===== src/rtl/axis_n_to_one_pkt_mux.sv =====
// axis_n_to_one_pkt_mux: packet-locked N:1 AXI-Stream mux with registered output stage
module axis_n_to_one_pkt_mux #(
  parameter int DataWidth = 32,
  parameter int NumCh = 4,
  parameter int SelWidth = 2,
  parameter bit ArbMode = 1'b0
) (
  input  logic                       clk,
  input  logic                       reset,
  input  logic [SelWidth-1:0]        sel,
  input  logic [NumCh*DataWidth-1:0] s_axis_tdata,
  input  logic [NumCh-1:0]           s_axis_tvalid,
  output logic [NumCh-1:0]           s_axis_tready,
  input  logic [NumCh-1:0]           s_axis_tlast,
  output logic [DataWidth-1:0]       m_axis_tdata,
  output logic                       m_axis_tvalid,
  input  logic                       m_axis_tready,
  output logic                       m_axis_tlast,
  output logic                       busy,
  output logic [SelWidth-1:0]        grant_ch
);
  typedef enum logic {IDLE, LOCKED} state_t;
  state_t state, state_nxt;
  logic [SelWidth-1:0] lock_ch, rr_ptr, rr_next, cand;
  logic cand_ok, can_load, accept, found;
  int idx;
  assign busy = state == LOCKED;
  assign can_load = ~m_axis_tvalid | m_axis_tready;
  always_comb begin
    rr_next = 32'(rr_ptr) >= NumCh - 1 ? '0 : rr_ptr + 1'b1;
    cand = rr_next;
    found = 1'b0;
    idx = 0;
    for (int i = 0; i < NumCh; i++) begin
      idx = int'(rr_next) + i;
      idx = idx >= NumCh ? idx - NumCh : idx;
      if (!found && s_axis_tvalid[idx]) begin
        cand = SelWidth'(idx);
        found = 1'b1;
      end
    end
    cand = state == LOCKED ? lock_ch : (ArbMode ? cand : sel);
    cand_ok = state == LOCKED || ArbMode || 32'(sel) < NumCh;
    s_axis_tready = (can_load && cand_ok) ? NumCh'(1) << cand : '0;
    accept = |(s_axis_tvalid & s_axis_tready);
    state_nxt = accept ? (s_axis_tlast[cand] ? IDLE : LOCKED) : state;
  end
  always_ff @(posedge clk) begin
    if (reset) begin
      state <= IDLE;
      lock_ch <= '0;
      rr_ptr <= SelWidth'(NumCh - 1);
      grant_ch <= '0;
      m_axis_tdata <= '0;
      m_axis_tvalid <= 1'b0;
      m_axis_tlast <= 1'b0;
    end else begin
      state <= state_nxt;
      if (accept) begin
        m_axis_tdata <= s_axis_tdata[int'(cand)*DataWidth +: DataWidth];
        m_axis_tlast <= s_axis_tlast[cand];
        m_axis_tvalid <= 1'b1;
        lock_ch <= cand;
        grant_ch <= cand;
        if (s_axis_tlast[cand]) rr_ptr <= cand;
      end else if (m_axis_tready) begin
        m_axis_tvalid <= 1'b0;
      end
    end
  end
endmodule

===== config.mk =====
export PLATFORM = sky130hd
export DESIGN_NAME = axis_n_to_one_pkt_mux
export DESIGN_NICKNAME = d
export VERILOG_FILES = /design/src/rtl/axis_n_to_one_pkt_mux.sv
export SDC_FILE = /design/constraint.sdc
export NUM_CORES = 1
export LEC_CHECK = 0
export ABC_CLOCK_PERIOD_IN_PS = 2200
export BUFFER_PORTS_ARGS = -buffer_cell sky130_fd_sc_hd__buf_2
export CORE_MARGIN = 10
export CORE_UTILIZATION = 42
export CTS_CLUSTER_DIAMETER = 40
export DETAILED_ROUTE_END_ITERATION = 7
export GPL_ROUTABILITY_DRIVEN = 0
export GPL_TIMING_DRIVEN = 0
export PLACE_DENSITY_LB_ADDON = 0.08
export SYNTH_ARGS = -nofsm -noshare
export SYNTH_HDL_FRONTEND = slang
export SYNTH_SLANG_ARGS = --single-unit

===== constraint.sdc =====
create_clock -name clk -period 2.2 [get_ports clk]
set_input_delay 0.44 -clock clk [delete_from_list [all_inputs] [get_ports clk]]
set_output_delay 0.44 -clock clk [all_outputs]
set_load 0.01 [all_outputs]

==> results_tabular.tex <==
\begin{tabular}{lr}
\hline
Metric & Value \\
\hline
\multicolumn{2}{l}{\textbf{Logic synthesis}} \\
Flip-flop and latch count after synthesis & 37 \\
Synthesis Warnings & 0 \\
Area of the mapped netlist & 0.00263 mm\^{}2 \\
Average footprint of a synthesized cell & 6.81 um\^{}2 \\
Instance count of the mapped netlist & 387 \\
Net count after synthesis & 528 \\
Post-synthesis cell type count & 24 \\
Register area share after synthesis & 28.1\% \\
\multicolumn{2}{l}{\textbf{Floorplanning}} \\
Vertical extent of the die & 99.2 um \\
Core Box Area & 0.00599 mm\^{}2 \\
Cell Rows & 28 \\
Starting utilization of the core area & 44.0\% \\
Floorplan die width & 99.2 um \\
Full die area & 0.00984 mm\^{}2 \\
Top Ports & 182 \\
\multicolumn{2}{l}{\textbf{Timing}} \\
RSZ-0062 raised after global routing & false \\
Tmin final & 2.12 ns \\
Share of the clock period used by the worst path after layout & 96.4\% \\
Skew final & 0.00504 ns \\
Achievable frequency & 0.471 GHz \\
Setup violations, final & 0 \\
Total count of hold-check failures in the final report & 0 \\
Worst slew margin & 55.3\% \\
Crit path setup slack, layout & 0.0783 ns \\
Final Slew Violations & 0 \\
Slew of the pin with the lowest slew margin & 0.670 ns \\
Summed negative setup slack over all endpoints & 0 ns \\
\multicolumn{2}{l}{\textbf{Clock tree}} \\
Clk\_lat worst skew & 0.29 ns \\
Master cell of the clock root buffer & clkbuf\_8 \\
Buffer depth of the longest clock path & 2 \\
Clock sink total & 37 \\
Maximum level of the CTS H-tree & 2 \\
TritonCTS clock tree & done \\
Count of hold-fix buffers inserted at cts & 0 \\
Cts bufs inserted & 5 \\
Clock slew at reported path FFs & 0.07 ns \\
\multicolumn{2}{l}{\textbf{Setup path}} \\
Slowest cell delay on critical path & 0.36 ns \\
Gate family responsible for the most delay along the worst path & buffers and inverters \\
Maximum fanout along the worst path & 19 \\
Register-to-Register Setup Slack & 0.15 ns \\
Most used cell, CP & buf\_6 \\
Crit path buffers/inverters & 3 \\
Sequence of cells on the critical path & buf\_6, mux2\_4, buf\_6, nor3\_1, buf\_2 \\
Slowest CP cell & mux2\_4 \\
Required @ worst endpoint & 1.76 ns \\
Worst Setup Path Type & flop to output port \\
Startpoint class of the critical path & flop \\
Data arrival time of the critical path & 1.68 ns \\
Endpoint class of the critical path & output port \\
\multicolumn{2}{l}{\textbf{Power and ir drop}} \\
Highest ir drop seen on vdd & 418 uV \\
Total power of the final layout & 2.92 mW \\
Power Density & 761 mW/mm\^{}2 \\
Static leakage & 1.91 nW \\
\multicolumn{2}{l}{\textbf{Placed design}} \\
Port Buffers & 180 \\
Pre-CTS setup slack & -0.144 ns \\
HPWL after DPL & 8290 um \\
\multicolumn{2}{l}{\textbf{GRT}} \\
Via count of the first global-routing pass & 3,324 \\
Largest net degree at the start of global routing & 20 \\
Global route total overflow & 0 \\
First-pass GRT wire length & 16,200 um \\
Total routing usage reported by global routing & 19.6\% \\
Initial antenna violation count & 0 \\
\multicolumn{2}{l}{\textbf{Route}} \\
DRC & 0 \\
Post-detailed-route wirelength per cell & 15.9 um \\
Total vias in the final route & 3,281 \\
Final routed wirelength across all metal layers & 10,400 um \\
Number of design-rule violations left by the first detailed-router iteration & 93 \\
DR pass1 iterations & 4 \\
Count of nets left with antenna violations after detail routing & 0 \\
Mean number of vias per cell & 5.02 \\
\multicolumn{2}{l}{\textbf{Finish}} \\
Final-layout fill cell count & 581 \\
Most used cells in the layout excluding fill and tap cells & 180 x buf\_2, 164 x nand2\_1, 66 x nand3\_1, 36 x dfxtp\_1, 30 x nand3\_2 \\
Most common cell after layout, fill and taps aside & buf\_2 \\
Ratio of cells with drive above 1 in the final layout & 47.9\% \\
Syn-to-layout area delta & 45.5\% \\
Number of antenna cells inserted & 0 \\
Net count, final & 718 \\
\multicolumn{2}{l}{\textbf{Run}} \\
Max-cap violations & 0 \\
\multicolumn{2}{l}{\textbf{Hold path}} \\
Worst Hold Class & flop to flop \\
\multicolumn{2}{l}{\textbf{Status}} \\
Run status & complete, no violations \\
\hline
\end{tabular}
synth_stat cells (all sizes together):
cell | count | area share, %
nand2 | 165 | 24
nand3 | 96 | 24
dfxtp | 37 | 28
a21oi | 36 | 11
clkbuf | 18 | 2.6
buf | 15 | 4.0
nor3 | 4 | 0.76
mux2i | 3 | 1.1
mux2 | 2 | 1.0
mux4 | 2 | 1.7
nor2 | 2 | 0.29
o21ai | 2 | 0.38
a211oi | 1 | 0.47
and2 | 1 | 0.33
nand2b | 1 | 0.24
nor2b | 1 | 0.24
nor3b | 1 | 0.47
sequential cells by signal, summed over array words and instances, names as in the netlist:
signal	cells
m_axis_tdata	32
grant_ch	2
busy	1
m_axis_tlast	1
m_axis_tvalid	1
path summary, 6_finish.rpt:
path                                               startpoint                       endpoint  depth (start not counted)
worst min register to register  m_axis_tdata[20]$_SDFFE_PP0P_  m_axis_tdata[20]$_SDFFE_PP0P_                          2
worst min-delay path            m_axis_tdata[20]$_SDFFE_PP0P_  m_axis_tdata[20]$_SDFFE_PP0P_                          2
worst max-delay path                        busy$_SDFFE_PP0P_               s_axis_tready[0]                          5
worst max register to register              busy$_SDFFE_PP0P_  m_axis_tdata[27]$_SDFFE_PP0P_                          8
metrics by stage:
| stage | hold WS [ns] | utilization [%] | std cells | area [um^2] |
|---|---|---|---|---|
| 6_report | 0.453 | 64.0 | 653 | 3830 |
| 5_1_grt | 0.472 | 64.0 | 653 | 3830 |
| 2_1_floorplan | 0.481 | - | 387 | 2630 |
| 3_3_place_gp | 0.441 | 60.6 | 642 | 3630 |
| 3_5_place_dp | 0.445 | 60.6 | 642 | 3630 |
| 4_1_cts | 0.455 | 63.2 | 650 | 3780 |
per-layer routing:
metal	vias to the layer above	global-route usage, %	wire [um]
met5	-	0	0
met4	0	4.52	97
met3	7	7.27	943
met2	113	34.2	5170
met1	1495	22.2	4170
li1	1666	-	-
worst min-delay path, cell delays in order, from the launching register on:
cell and delay, ns:
dfxtp_1 0.31, nand2_1 0.05, a21oi_1 0.05
power by group:
group          leakage [nW]  total (mW)  internal [mW]  switching [mW]
combinational          1.55        1.52          0.628           0.894
sequential            0.305       0.866          0.798          0.0678
clock                0.0542       0.529          0.283           0.246
total                  1.91        2.92           1.71            1.21
area by class of cell:
type / instances / area (um^2) / area share (%)
Clock inverter: 1 / 5.00 / 0.131
Clock buffer: 7 / 96.3 / 2.51
Buffer: 31 / 194 / 5.06
Tap cell: 75 / 93.8 / 2.45
Sequential cell: 37 / 742 / 19.4
Timing Repair Buffer: 185 / 938 / 24.5
Multi-Input combinational cell: 317 / 1760 / 46.0
cell families (layout without fill, tap and decap cells):
| kind of cell | Yosys count | in the layout | synth area share [%] |
|---|---|---|---|
| and+or+nand+nor | 271 | 271 | 49.9 |
| AOI/OAI and AO/OA | 39 | 39 | 11.5 |
| muxes | 7 | 7 | 3.85 |
| buffers and inverters | 33 | 224 | 6.60 |
| DFF | 37 | 37 | 28.1 |
timing repair:
item / CTS / global route
buffers inserted: 2 / 3
setup endpoints to repair: 6 / 4
resized for setup: 15 / 5
Note: power is estimated with default switching activity, not from simulation.
